===== src/rtl/if_fetch_stage_pkg.sv =====
// Shared fetch-stage types and constants.
package if_fetch_stage_pkg;

    typedef enum logic [1:0] {
        IDLE    = 2'd0,
        FETCH   = 2'd1,
        HOLD    = 2'd2,
        DISCARD = 2'd3
    } fetch_state_t;

    localparam logic [31:0] PC_STEP   = 32'd4;
    localparam logic [31:0] NOP_INSTR = 32'h0000_0000;

endpackage


===== src/rtl/if_fetch_stage_pc_reg.sv =====
// Program counter with reset > redirect > increment priority.
module if_fetch_stage_pc_reg
    import if_fetch_stage_pkg::*;
#(
    parameter int          DATA_W   = 32,
    parameter logic [31:0] RESET_PC = 32'h0000_0000
) (
    input  logic              clk,
    input  logic              reset,
    input  logic              redirect,
    input  logic [DATA_W-1:0] target,
    input  logic              increment,
    output logic [DATA_W-1:0] pc
);

    always_ff @(posedge clk) begin
        if (reset) begin
            pc <= DATA_W'(RESET_PC);
        end else if (redirect) begin
            pc <= target;
        end else if (increment) begin
            pc <= pc + DATA_W'(PC_STEP);
        end
    end

endmodule


===== src/rtl/if_fetch_stage.sv =====
// Instruction-fetch stage: owns the PC, talks to imem and drives the IF/ID register.
module if_fetch_stage
    import if_fetch_stage_pkg::*;
#(
    parameter logic [31:0] RESET_PC = 32'h0000_0000,
    parameter int          DATA_W   = 32
) (
    input  logic              clk,
    input  logic              reset,
    input  logic              stall,
    input  logic              branch_taken,
    input  logic [DATA_W-1:0] branch_target,
    output logic              imem_req,
    output logic [DATA_W-1:0] imem_addr,
    input  logic              imem_ready,
    input  logic [DATA_W-1:0] imem_rdata,
    output logic [DATA_W-1:0] instruction,
    output logic [DATA_W-1:0] pc_out,
    output logic              if_id_load_enable,
    output logic              if_id_reset
);

    fetch_state_t      state, state_n;
    logic [DATA_W-1:0] pc, pc_plus, target;
    logic [DATA_W-1:0] hold_buf, hold_buf_n;
    logic [DATA_W-1:0] redirect_pc, redirect_pc_n;
    logic [DATA_W-1:0] addr_n, instr_n, pc_out_n, pc_target;
    logic              req_n, load_n, flush_n;
    logic              pc_redirect, pc_inc;

    assign target  = {branch_target[DATA_W-1:2], 2'b00};
    assign pc_plus = pc + DATA_W'(PC_STEP);

    if_fetch_stage_pc_reg #(
        .DATA_W   (DATA_W),
        .RESET_PC (RESET_PC)
    ) u_pc_reg (
        .clk       (clk),
        .reset     (reset),
        .redirect  (pc_redirect),
        .target    (pc_target),
        .increment (pc_inc),
        .pc        (pc)
    );

    always_comb begin
        state_n       = state;
        req_n         = imem_req;
        addr_n        = imem_addr;
        instr_n       = instruction;
        pc_out_n      = pc_out;
        hold_buf_n    = hold_buf;
        redirect_pc_n = redirect_pc;
        load_n        = 1'b1;
        flush_n       = 1'b1;
        pc_redirect   = 1'b0;
        pc_inc        = 1'b0;
        pc_target     = target;

        case (state)
            IDLE: begin
                req_n   = 1'b1;
                state_n = FETCH;
                if (branch_taken) begin
                    pc_redirect = 1'b1;
                    addr_n      = target;
                end else begin
                    addr_n = pc;
                    if (stall) begin
                        load_n  = 1'b0;
                        flush_n = 1'b0;
                    end
                end
            end
            FETCH: begin
                if (!imem_ready) begin
                    if (branch_taken) begin
                        redirect_pc_n = target;
                        state_n       = DISCARD;
                    end else if (stall) begin
                        load_n  = 1'b0;
                        flush_n = 1'b0;
                    end
                end else if (branch_taken) begin
                    pc_redirect = 1'b1;
                    addr_n      = target;
                end else if (stall) begin
                    // Word is parked so the request can be dropped while ID is stalled.
                    hold_buf_n = imem_rdata;
                    pc_inc     = 1'b1;
                    req_n      = 1'b0;
                    state_n    = HOLD;
                    load_n     = 1'b0;
                    flush_n    = 1'b0;
                end else begin
                    instr_n  = imem_rdata;
                    pc_out_n = pc;
                    pc_inc   = 1'b1;
                    addr_n   = pc_plus;
                    flush_n  = 1'b0;
                end
            end
            HOLD: begin
                if (branch_taken) begin
                    hold_buf_n  = DATA_W'(NOP_INSTR);
                    pc_redirect = 1'b1;
                    state_n     = IDLE;
                end else if (stall) begin
                    load_n  = 1'b0;
                    flush_n = 1'b0;
                end else begin
                    instr_n  = hold_buf;
                    pc_out_n = pc - DATA_W'(PC_STEP);
                    flush_n  = 1'b0;
                    state_n  = IDLE;
                end
            end
            DISCARD: begin
                if (branch_taken) begin
                    redirect_pc_n = target;
                end
                // The latest redirect wins even when it arrives with the stale word.
                if (imem_ready) begin
                    pc_redirect = 1'b1;
                    pc_target   = branch_taken ? target : redirect_pc;
                    addr_n      = pc_target;
                    req_n       = 1'b1;
                    state_n     = FETCH;
                end
                if (stall && !branch_taken) begin
                    load_n  = 1'b0;
                    flush_n = 1'b0;
                end
            end
            default: state_n = IDLE;
        endcase
    end

    always_ff @(posedge clk) begin
        if (reset) begin
            state             <= IDLE;
            imem_req          <= 1'b0;
            imem_addr         <= DATA_W'(RESET_PC);
            instruction       <= DATA_W'(NOP_INSTR);
            pc_out            <= '0;
            if_id_load_enable <= 1'b1;
            if_id_reset       <= 1'b1;
            hold_buf          <= '0;
            redirect_pc       <= '0;
        end else begin
            state             <= state_n;
            imem_req          <= req_n;
            imem_addr         <= addr_n;
            instruction       <= instr_n;
            pc_out            <= pc_out_n;
            if_id_load_enable <= load_n;
            if_id_reset       <= flush_n;
            hold_buf          <= hold_buf_n;
            redirect_pc       <= redirect_pc_n;
        end
    end

endmodule


===== config.mk =====
export PLATFORM = sky130hd
export DESIGN_NAME = if_fetch_stage
export DESIGN_NICKNAME = d
export VERILOG_FILES = /design/src/rtl/if_fetch_stage_pkg.sv /design/src/rtl/if_fetch_stage_pc_reg.sv /design/src/rtl/if_fetch_stage.sv
export SDC_FILE = /design/constraint.sdc
export NUM_CORES = 1
export LEC_CHECK = 0
export CAP_MARGIN = 40
export CORE_ASPECT_RATIO = 1.1
export CORE_MARGIN = 8
export CORE_UTILIZATION = 43
export DETAILED_ROUTE_END_ITERATION = 12
export DONT_BUFFER_PORTS = 1
export GPL_TIMING_DRIVEN = 0
export HOLD_SLACK_MARGIN = 0.05
export MAX_ROUTING_LAYER = met4
export SLEW_MARGIN = 10
export SYNTH_ARGS = -nofsm -noshare
export SYNTH_HDL_FRONTEND = slang
export SYNTH_SLANG_ARGS = --single-unit
export TNS_END_PERCENT = 50

===== constraint.sdc =====
create_clock -name clk -period 6.6 [get_ports clk]
set_input_delay 0.66 -clock clk [delete_from_list [all_inputs] [get_ports clk]]
set_output_delay 0.66 -clock clk [all_outputs]
set_load 0.02 [all_outputs]

==> out/results.ini, run 1 <==
[run_status]
status = complete, no violations

[cells_and_area]
fillers = 2402
layout_common_cells = dfxtp_1 (197), nand2_1 (164), nor2_1 (151)
nets = 1406
fin_area_mm2 = 0.0113
layout_commonest_cell = dfxtp_1
area_growth_pct = 10.0
fin_util_pct = 48.0
n_antenna_cell = 0
drive_above_1_share_pct = 5.80

[route]
drtPass1Iterations = 5
drc = 0
first_iter_violations = 881
dr_total_vias = 10200
final_antenna_net_count = 0
wirelength_um = 40500
viasPerCell = 6.21
routedWlPerCell_um = 24.6

[synth]
syn_area_mm2 = 0.0103
syn_nets = 1385
ys_types = 64
syn_inst = 1310
synthFlopType = dfxtp_1
syn_area_per_cell_um2 = 7.86
synth_seq_cells = 197
synth_edf_count = 0
synth_async_sr_flop_share_pct = 0
yosys_warnings = 0
yosysSeqAreaShare_pct = 38.3

[placed_design]
dp_slack_ns = 3.27
dp_hpwl_um = 30800
placed_area_mm2 = 0.0107
portBuffers = 0
gp_congestion = 1.00

[clock_tree]
insertion_delay_ns = 0.46
clockBufferDepth = 2
cts_setup_buffers = 0
tritoncts = yes
cts_hold_buf = 0
post_cts_resized = 0
clkTransAtPathRegs_ns = 0.09
root_buffer = clkbuf_16
cts_made_buffers = 17
htreeDepth = 4
cts.sinks = 197

[global_routing]
top_usage_layer = met2
grt_pass1_vias = 10000
grt_max_degree = 24
grtUsageTotal_pct = 28.0
use_met1_pct = 31.2
use_met3_pct = 7.55
antenna_found_initial = 0
use_met2_pct = 45.3
grt_pass1_wl_um = 60400
grt-ovfl-total = 0

[power_and_ir_drop]
p_seq_share_pct = 40.1
peakVddDrop_v = 0.000171
sw_frac_of_total_pct = 42.0
powerDensity_mw_per_mm2 = 340
clockPowerShare_pct = 28.9
combPwrFrac_pct = 31.0
p_sw_mw = 1.62
cellLeakagePower_nw = 3.65
internal-power_mw = 2.24
finalPower_mw = 3.85

[worst_setup_path]
crit_path_max_fanout = 10
crit_slowest_cell = a22oi_1
end_kind = flop
required_ns = 6.90
ff2ff_path_depth = 10
critPathArrivalTime_ns = 3.84
startpoint_type = flop
max_stage_delay_ns = 0.75
cp_cell_sequence = inv_1 -> ha_1 -> buf_2 -> o21ai_0 -> a22oi_1 -> clkbuf_1 -> clkbuf_1 -> nand3_1 -> nand3_1 -> a21oi_1
critPathBufInv = 4
critPathKind = reg -> reg
cp_num_cells = 10
critPathTopFamily = buffers and inverters

[timing]
fin_setup_tns_ns = 0
tightest_slew_ns = 0.963
setup_viol = 0
fin_skew_ns = 0.0186
min_period_over_period_pct = 53.6
worst_slack_ns = 3.06
slew_headroom_pct = 35.8
hold_viol = 0
max_freq_mhz = 282
rsz0062_at_grt = no
fin_crit_ns = 3.54
slew_violations = 0

[die]
fp.coreArea_mm2 = 0.0236
die_x_um = 164
initial_core_util_pct = 43.6
die_y_um = 178
rows = 59
top_level_ports = 168
die_area_mm2 = 0.0292

[worst_hold_path]
hp-class = in -> reg
holdPathStages = 2

[flow_run]
maxCapViolations = 0

[worst register-to-register path, cell delays in order, from the launching register on]
cell      delay (ns)
dfxtp_1         0.35
inv_1           0.09
ha_1            0.14
buf_2           0.21
o21ai_0         0.18
a22oi_1         0.75
clkbuf_1        0.43
clkbuf_1        0.67
nand3_1         0.31
nand3_1         0.20
a21oi_1         0.08
[kinds of logic after synthesis]
kind of cell	synth area share [%]
DFF	38.3
adders and majority gates	0.729
and+or+nand+nor	21.8
xor gates and xnor gates	4.34
AOI/OAI and AO/OA	23.7
muxes	5.19
buffers and inverters	5.93
[sequential cells by signal, indices dropped and copies added (netlist names), 2 cells and up]
name         cells
state            2
hold_buf        32
pc_out          32
imem_addr       32
redirect_pc     32
instruction     32
u_pc_reg.pc     32
[per-stage QoR]
stage               hold WS, ns  instances
floorplan                 0.445       1310
global placement          0.460       1615
detailed placement        0.464       1617
CTS                       0.323       1649
global route              0.331       1649
finish                    0.327       1649
[Yosys cell counts, types with 5 or more instances]
cell	number	share of area [%]
buf_2	17	0.83
inv_1	25	0.91
nand2b_1	10	0.61
a311oi_1	8	0.68
ha_1	6	0.73
mux2_2	11	1.2
nor3b_1	10	0.73
a221o_1	5	0.49
nor3_1	26	1.3
o21ai_0	47	2.3
a211oi_1	86	6.3
a31oi_1	17	1.0
nand4_1	12	0.73
a221oi_1	18	1.5
a22oi_1	36	2.6
nor2b_1	6	0.36
dfxtp_1	197	38
clkbuf_1	103	3.8
xor2_1	17	1.4
or3_1	12	0.73
o211ai_1	11	0.80
a21oi_1	111	5.4
nand2_1	164	6.0
nor2_1	151	5.5
and4_1	5	0.43
buf_1	8	0.29
mux2i_1	41	4.0
xnor2_1	34	2.9
nand3_1	35	1.7
nor4_1	18	1.1
[worst paths after layout]
kind                           from               to  slack [ns]
setup reg to reg           state[0]   u_pc_reg.pc[7]        3.06
setup / recovery           state[0]   u_pc_reg.pc[7]        3.06
hold reg to reg      u_pc_reg.pc[1]   u_pc_reg.pc[1]        0.47
hold / removal    branch_target[21]  redirect_pc[21]        0.33
[routing by layer]
metal,wire length [µm],vias to the layer above
met4,2200,0
met1,15600,4893
met2,19100,450
met5,0,-
met3,3600,142
li1,-,4761
[cell type report]
| type | count | area, µm² | share of cell area, % |
|---|---|---|---|
| clock buffers | 17 | 425 | 3.75 |
| repair buffers | 2 | 10.0 | 0.0883 |
| inverters | 25 | 93.8 | 0.828 |
| plain buffers | 130 | 517 | 4.56 |
| multi-input cells | 958 | 5750 | 50.8 |
| flip-flops and latches | 197 | 3940 | 34.8 |
| well taps | 305 | 382 | 3.37 |
| clock inverters | 15 | 209 | 1.84 |
[power groups by stage]
stage | combinational [mW] | sequential, mW | clock (mW)
5_1_grt | 1.29 | 1.56 | 1.17
4_1_cts | 1.17 | 1.55 | 1.13
3_5_place_dp | 1.17 | 1.57 | 0
3_3_place_gp | 1.16 | 1.57 | 0
2_1_floorplan | 0.813 | 1.52 | 0
6_report | 1.19 | 1.54 | 1.11
Power figures use the tool's default switching activity.
==> run 2, diff against run 1 <==
==> constraint.sdc (replaced) <==
create_clock -name clk -period 3 [get_ports clk]
set_input_delay 0.3 -clock clk [delete_from_list [all_inputs] [get_ports clk]]
set_output_delay 0.3 -clock clk [all_outputs]
set_load 0.02 [all_outputs]
==> out/results.ini, run 2 (synthesis results as in run 1) <==
[run_status]
status = complete, no violations

[power_and_ir_drop]
sw_frac_of_total_pct = 41.9
combPwrFrac_pct = 31.7
internal-power_mw = 4.98
p_sw_mw = 3.59
peakVddDrop_v = 0.000384
powerDensity_mw_per_mm2 = 716
clockPowerShare_pct = 28.6
p_seq_share_pct = 39.6
cellLeakagePower_nw = 3.94
finalPower_mw = 8.58

[route]
drc = 0
first_iter_violations = 911
viasPerCell = 6.17
drtPass1Iterations = 6
routedWlPerCell_um = 24.2
wirelength_um = 41500
final_antenna_net_count = 0
dr_total_vias = 10600

[die]
die_x_um = 164
initial_core_util_pct = 43.6
top_level_ports = 168
die_area_mm2 = 0.0292
rows = 59
fp.coreArea_mm2 = 0.0236
die_y_um = 178

[timing]
fin_skew_ns = 0.0193
min_period_over_period_pct = 97.4
rsz0062_at_grt = yes
hold_viol = 0
max_freq_mhz = 342
tightest_slew_ns = 0.964
slew_headroom_pct = 35.7
fin_crit_ns = 2.92
setup_viol = 0
slew_violations = 0

[worst_setup_path]
cp-endpoint = u_pc_reg.pc[7]
cp_num_cells = 10
max_stage_delay_ns = 0.49
critPathLaunch = state[1]
critPathBufInv = 4
end_kind = flop
critPathTopFamily = buffers and inverters
critPathKind = reg -> reg
cp_cell_sequence = inv_1 -> ha_1 -> buf_2 -> a21oi_1 -> a22oi_2 -> clkbuf_1 -> clkbuf_2 -> nand3_1 -> nand3_1 -> a21oi_1
required_ns = 3.31
r2r-end = u_pc_reg.pc[7]
crit_slowest_cell = a22oi_2
startpoint_type = flop
ff2ff_path_depth = 10
critPathArrivalTime_ns = 3.23
reg2reg_slack_ns = 0.08
reg2reg_from = state[1]
crit_path_max_fanout = 10

[clock_tree]
insertion_delay_ns = 0.46
tritoncts = yes
cts_made_buffers = 17
root_buffer = clkbuf_16
cts_setup_buffers = 0
cts.sinks = 197
clockBufferDepth = 2
clkTransAtPathRegs_ns = 0.09
htreeDepth = 4

[worst_hold_path]
holdPathStages = 2
hp-class = in -> reg

[placed_design]
placed_area_mm2 = 0.0107
portBuffers = 0
gp_congestion = 1.00
dp_hpwl_um = 30800
dpl.cell_count = 1617

[cells_and_area]
nets = 1468
area_growth_pct = 16.3
fin_cells = 1712
fin_area_mm2 = 0.0120
drive_above_1_share_pct = 6.40
fillers = 2347
layout_common_cells = dfxtp_1 (197), nand2_1 (164), nor2_1 (151)
layout_commonest_cell = dfxtp_1

[global_routing]
grt-ovfl-total = 0
grt_max_degree = 24
grtUsageTotal_pct = 28.7
grt_pass1_wl_um = 62000
antenna_found_initial = 0
grt_pass1_vias = 10500

[flow_run]
maxCapViolations = 0

## run 2: power groups by stage
stage / clock (mW) / sequential [mW] / combinational, mW
after floorplan: 0 / 3.34 / 1.79
after CTS: 2.49 / 3.40 / 2.66
after global placement: 0 / 3.46 / 2.54
final: 2.46 / 3.40 / 2.72
after detailed placement: 0 / 3.46 / 2.57
after global routing: 2.58 / 3.44 / 2.92
## run 2: area by class of cell
type                       instances  area (µm²)  area share [%]
antenna                            1        2.50          0.0209
tap                              305         382            3.19
inverter                          25        93.8           0.783
sequential                       197        3940            32.9
clock buffer                      17         425            3.55
buffer                           130         529            4.42
multi-input combinational        958        5760            48.1
clock inverter                    15         209            1.74
timing repair buffer              64         631            5.26
## run 2: how the worst min path moves through the flow
stage | from | slack (ns) | to
global route | imem_rdata[7] | 0.08 | instruction[7]
CTS | imem_rdata[12] | 0.07 | instruction[12]
global placement | branch_target[28] | 0.44 | redirect_pc[28]
detailed placement | branch_target[26] | 0.44 | redirect_pc[26]
finish | imem_rdata[10] | 0.07 | instruction[10]
floorplan | branch_target[17] | 0.44 | redirect_pc[17]
## run 2: what timing repair did
item / 4_1_cts / 5_1_grt
hold endpoints to repair: 64 / 0
endpoints found under the setup margin: 14 / 42
hold buffers: 62 / 0
resized for setup: 2 / 19
cloned: 0 / 0
## run 2: routing by layer
metal / track usage [%] / share of wire [%]
met1: 31.6 / 38
met2: 46.3 / 47
met3: 7.59 / 9.2
met4: 16.5 / 5.5
met5: - / 0
## run 2: metrics by stage
stage          setup WS, ns  util (%)  TNS, ns  hold WS, ns
3_5_place_dp         -0.289      45.3    -1.78        0.444
5_1_grt             -0.0356      50.7   -0.209       0.0778
6_report             0.0766      50.7        0       0.0704
3_3_place_gp         -0.317      45.2    -8.74        0.438
2_1_floorplan         0.843         -        0        0.436
4_1_cts              0.0396      50.6        0       0.0661
==> run 3, diff against run 2 <==
--- a/config.mk
+++ b/config.mk
@@ -17,5 +17,6 @@
 export SLEW_MARGIN = 10
 export SYNTH_ARGS = -nofsm -noshare
 export SYNTH_HDL_FRONTEND = slang
+export SYNTH_HIERARCHICAL = 1
 export SYNTH_SLANG_ARGS = --single-unit
 export TNS_END_PERCENT = 50
==> out/results.ini, run 3 <==
[synth]
ys_types = 83
synth_edf_count = 0
synth_async_sr_flop_share_pct = 0
syn_nets = 1446
ys_top_cells_by_count = nand2_1 (221), dfxtp_1 (197), nor2_1 (135), a21oi_1 (97), clkbuf_1 (86)
yosysMostFrequentCell = nand2_1
syn_area_mm2 = 0.0109
synthFlopType = dfxtp_1
synth_top_area_share_pct = 36.3
synth_area_leader_cell = dfxtp_1
synth_seq_cells = 197
syn_inst = 1374
syn_area_per_cell_um2 = 7.91
synth_area_leaders = dfxtp_1 (36%), nand2_1 (7.6%), nor2_1 (4.7%)
yosys_warnings = 6
yosysSeqAreaShare_pct = 36.3

[die]
die_area_mm2 = 0.0306
die_y_um = 183
die_x_um = 168
rows = 61
fp.coreArea_mm2 = 0.0250
top_level_ports = 168
initial_core_util_pct = 43.4

[clock_tree]
insertion_delay_ns = 0.46
tritoncts = yes
root_buffer = clkbuf_16
cts.sinks = 197
clkTransAtPathRegs_ns = 0.08
htreeDepth = 4
cts_made_buffers = 17
clockBufferDepth = 2

[route]
final_antenna_net_count = 0
routedWlPerCell_um = 24.3
dr_total_vias = 10900
wirelength_um = 43400
drtPass1Iterations = 5
viasPerCell = 6.09
drc = 0
first_iter_violations = 1077

[global_routing]
antenna_found_initial = 1
grt-ovfl-total = 0
grt_pass1_wl_um = 66000
grt_pass1_vias = 10500
grtUsageTotal_pct = 28.6
grt_max_degree = 19

[power_and_ir_drop]
p_sw_mw = 2.14
cellLeakagePower_nw = 4.10
p_seq_share_pct = 46.4
sw_frac_of_total_pct = 32.6
clockPowerShare_pct = 36.8
combPwrFrac_pct = 16.8
powerDensity_mw_per_mm2 = 524
internal-power_mw = 4.42
finalPower_mw = 6.56
peakVddDrop_v = 0.000410

[worst_setup_path]
startpoint_type = flop
critPathArrivalTime_ns = 3.21
critPathBufInv = 4
end_kind = flop
critPathKind = reg -> reg
crit_slowest_cell = a2111oi_0
critPathTopFamily = buffers and inverters
crit_path_max_fanout = 10
cp_cell_sequence = buf_2 -> clkbuf_2 -> nand2_1 -> a21oi_2 -> clkbuf_2 -> clkbuf_2 -> nor2_1 -> a2111oi_0
required_ns = 3.33
max_stage_delay_ns = 0.43
crit_path_frequent_cell = clkbuf_2

[timing]
min_period_over_period_pct = 95.9
fin_skew_ns = 0.0129
slew_headroom_pct = 37.5
fin_crit_ns = 2.88
tightest_slew_ns = 0.936
slew_violations = 0
setup_viol = 0
fin_setup_tns_ns = 0
hold_viol = 0
rsz0062_at_grt = no
max_freq_mhz = 348

[cells_and_area]
layout_commonest_cell = nand2_1
nets = 1529
area_growth_pct = 15.2
drive_above_1_share_pct = 10.3
layout_common_cells = nand2_1 (221), dfxtp_1 (197), nor2_1 (135)

[placed_design]
gp_congestion = 0.985
portBuffers = 0
dp_hpwl_um = 33000

[run_status]
status = complete, no violations

[flow_run]
maxCapViolations = 0

[worst_hold_path]
hp-class = in -> reg

-- run 3: cell types whose count changed after synthesis, sizes merged, moves of 16 or more --
cell,previous run,this run
nand2,164,223
mux2i,41,15
nand4,14,31
a311oi,8,46
a22oi,36,3
nand3,36,60
mux2,11,32
clkbuf,103,86
a211oi,87,54
nor2,151,135
-- run 3: logic make-up (layout without fill, tap and decap cells) --
| family | count (synthesis) | in the layout | synth area share (%) |
|---|---|---|---|
| buffers and inverters | 149 | 245 | 5.98 |
| multiplexers | 47 | 47 | 4.70 |
| AND/OR/NAND/NOR | 597 | 597 | 27.3 |
| adder cells (fa/ha/maj) | 3 | 3 | 0.345 |
| AO/OA/AOI/OAI | 335 | 335 | 21.7 |
| XOR/XNOR | 46 | 46 | 3.71 |
| flip-flops | 197 | 197 | 36.3 |
| other | 0 | 1 | 0 |
-- run 3: metal layers --
layer / vias to the layer above / routed length (µm) / GRT usage, %
met5: - / 0 / -
met4: 0 / 1590 / 12.4
met3: 82 / 3540 / 6.47
met2: 480 / 20500 / 46.2
met1: 5139 / 17800 / 34.0
li1: 5181 / - / -
-- run 3: worst reg2reg max path, cell delays in order (launching register included) --
cell	delay, ns
dfxtp_1	0.40
buf_2	0.30
clkbuf_2	0.33
nand2_1	0.29
a21oi_2	0.35
clkbuf_2	0.30
clkbuf_2	0.32
nor2_1	0.06
a2111oi_0	0.43
-- run 3: layout make-up --
type                       instances  area [µm²]
sequential                       197        3940
clock inverter                    14         161
buffer                           128         581
tap                              315         394
clock buffer                      18         429
inverter                          21        78.8
timing repair buffer              64         638
fill                            2512       12500
antenna                            1        2.50
multi-input combinational       1028        6290
-- run 3: power by group through the flow --
stage                     combinational, mW  sequential, mW  clock, mW
final                                  1.11            3.04       2.42
after global routing                   1.19            3.06       2.57
after CTS                              1.09            3.04       2.44
after detailed placement               1.00            3.10          0
after global placement                0.997            3.10          0
after floorplan                       0.721            3.02          0
-- run 3: through the flow --
stage	worst slack [ns]	hold WS, ns	instance area (µm²)	std cells	utilization [%]
2_1_floorplan	0.589	0.400	10900	1374	-
3_3_place_gp	-0.432	0.402	11300	1689	45.0
3_5_place_dp	-0.410	0.404	11300	1690	45.0
4_1_cts	0.0323	0.0505	12500	1785	49.9
5_1_grt	0.00755	0.0811	12500	1786	50.0
6_report	0.124	0.0926	12500	1786	50.0
-- run 3: what timing repair did --
item                                   4_1_cts  5_1_grt
cloned                                       0        0
hold buffers                                63        0
endpoints found under the hold margin       97        0
setup buffers                                0        0
setup endpoints to repair                   30       20
resized for setup                            5        9
-- run 3: worst paths after layout --
path              slack [ns]         start  depth (start not counted)           endpoint
hold reg to reg         0.45  hold_buf[19]                          2       hold_buf[19]
setup / recovery        0.12      state[1]                          8    u_pc_reg/pc[18]
hold / removal          0.09  branch_taken                          2  if_id_load_enable
setup reg to reg        0.12      state[1]                          8    u_pc_reg/pc[18]
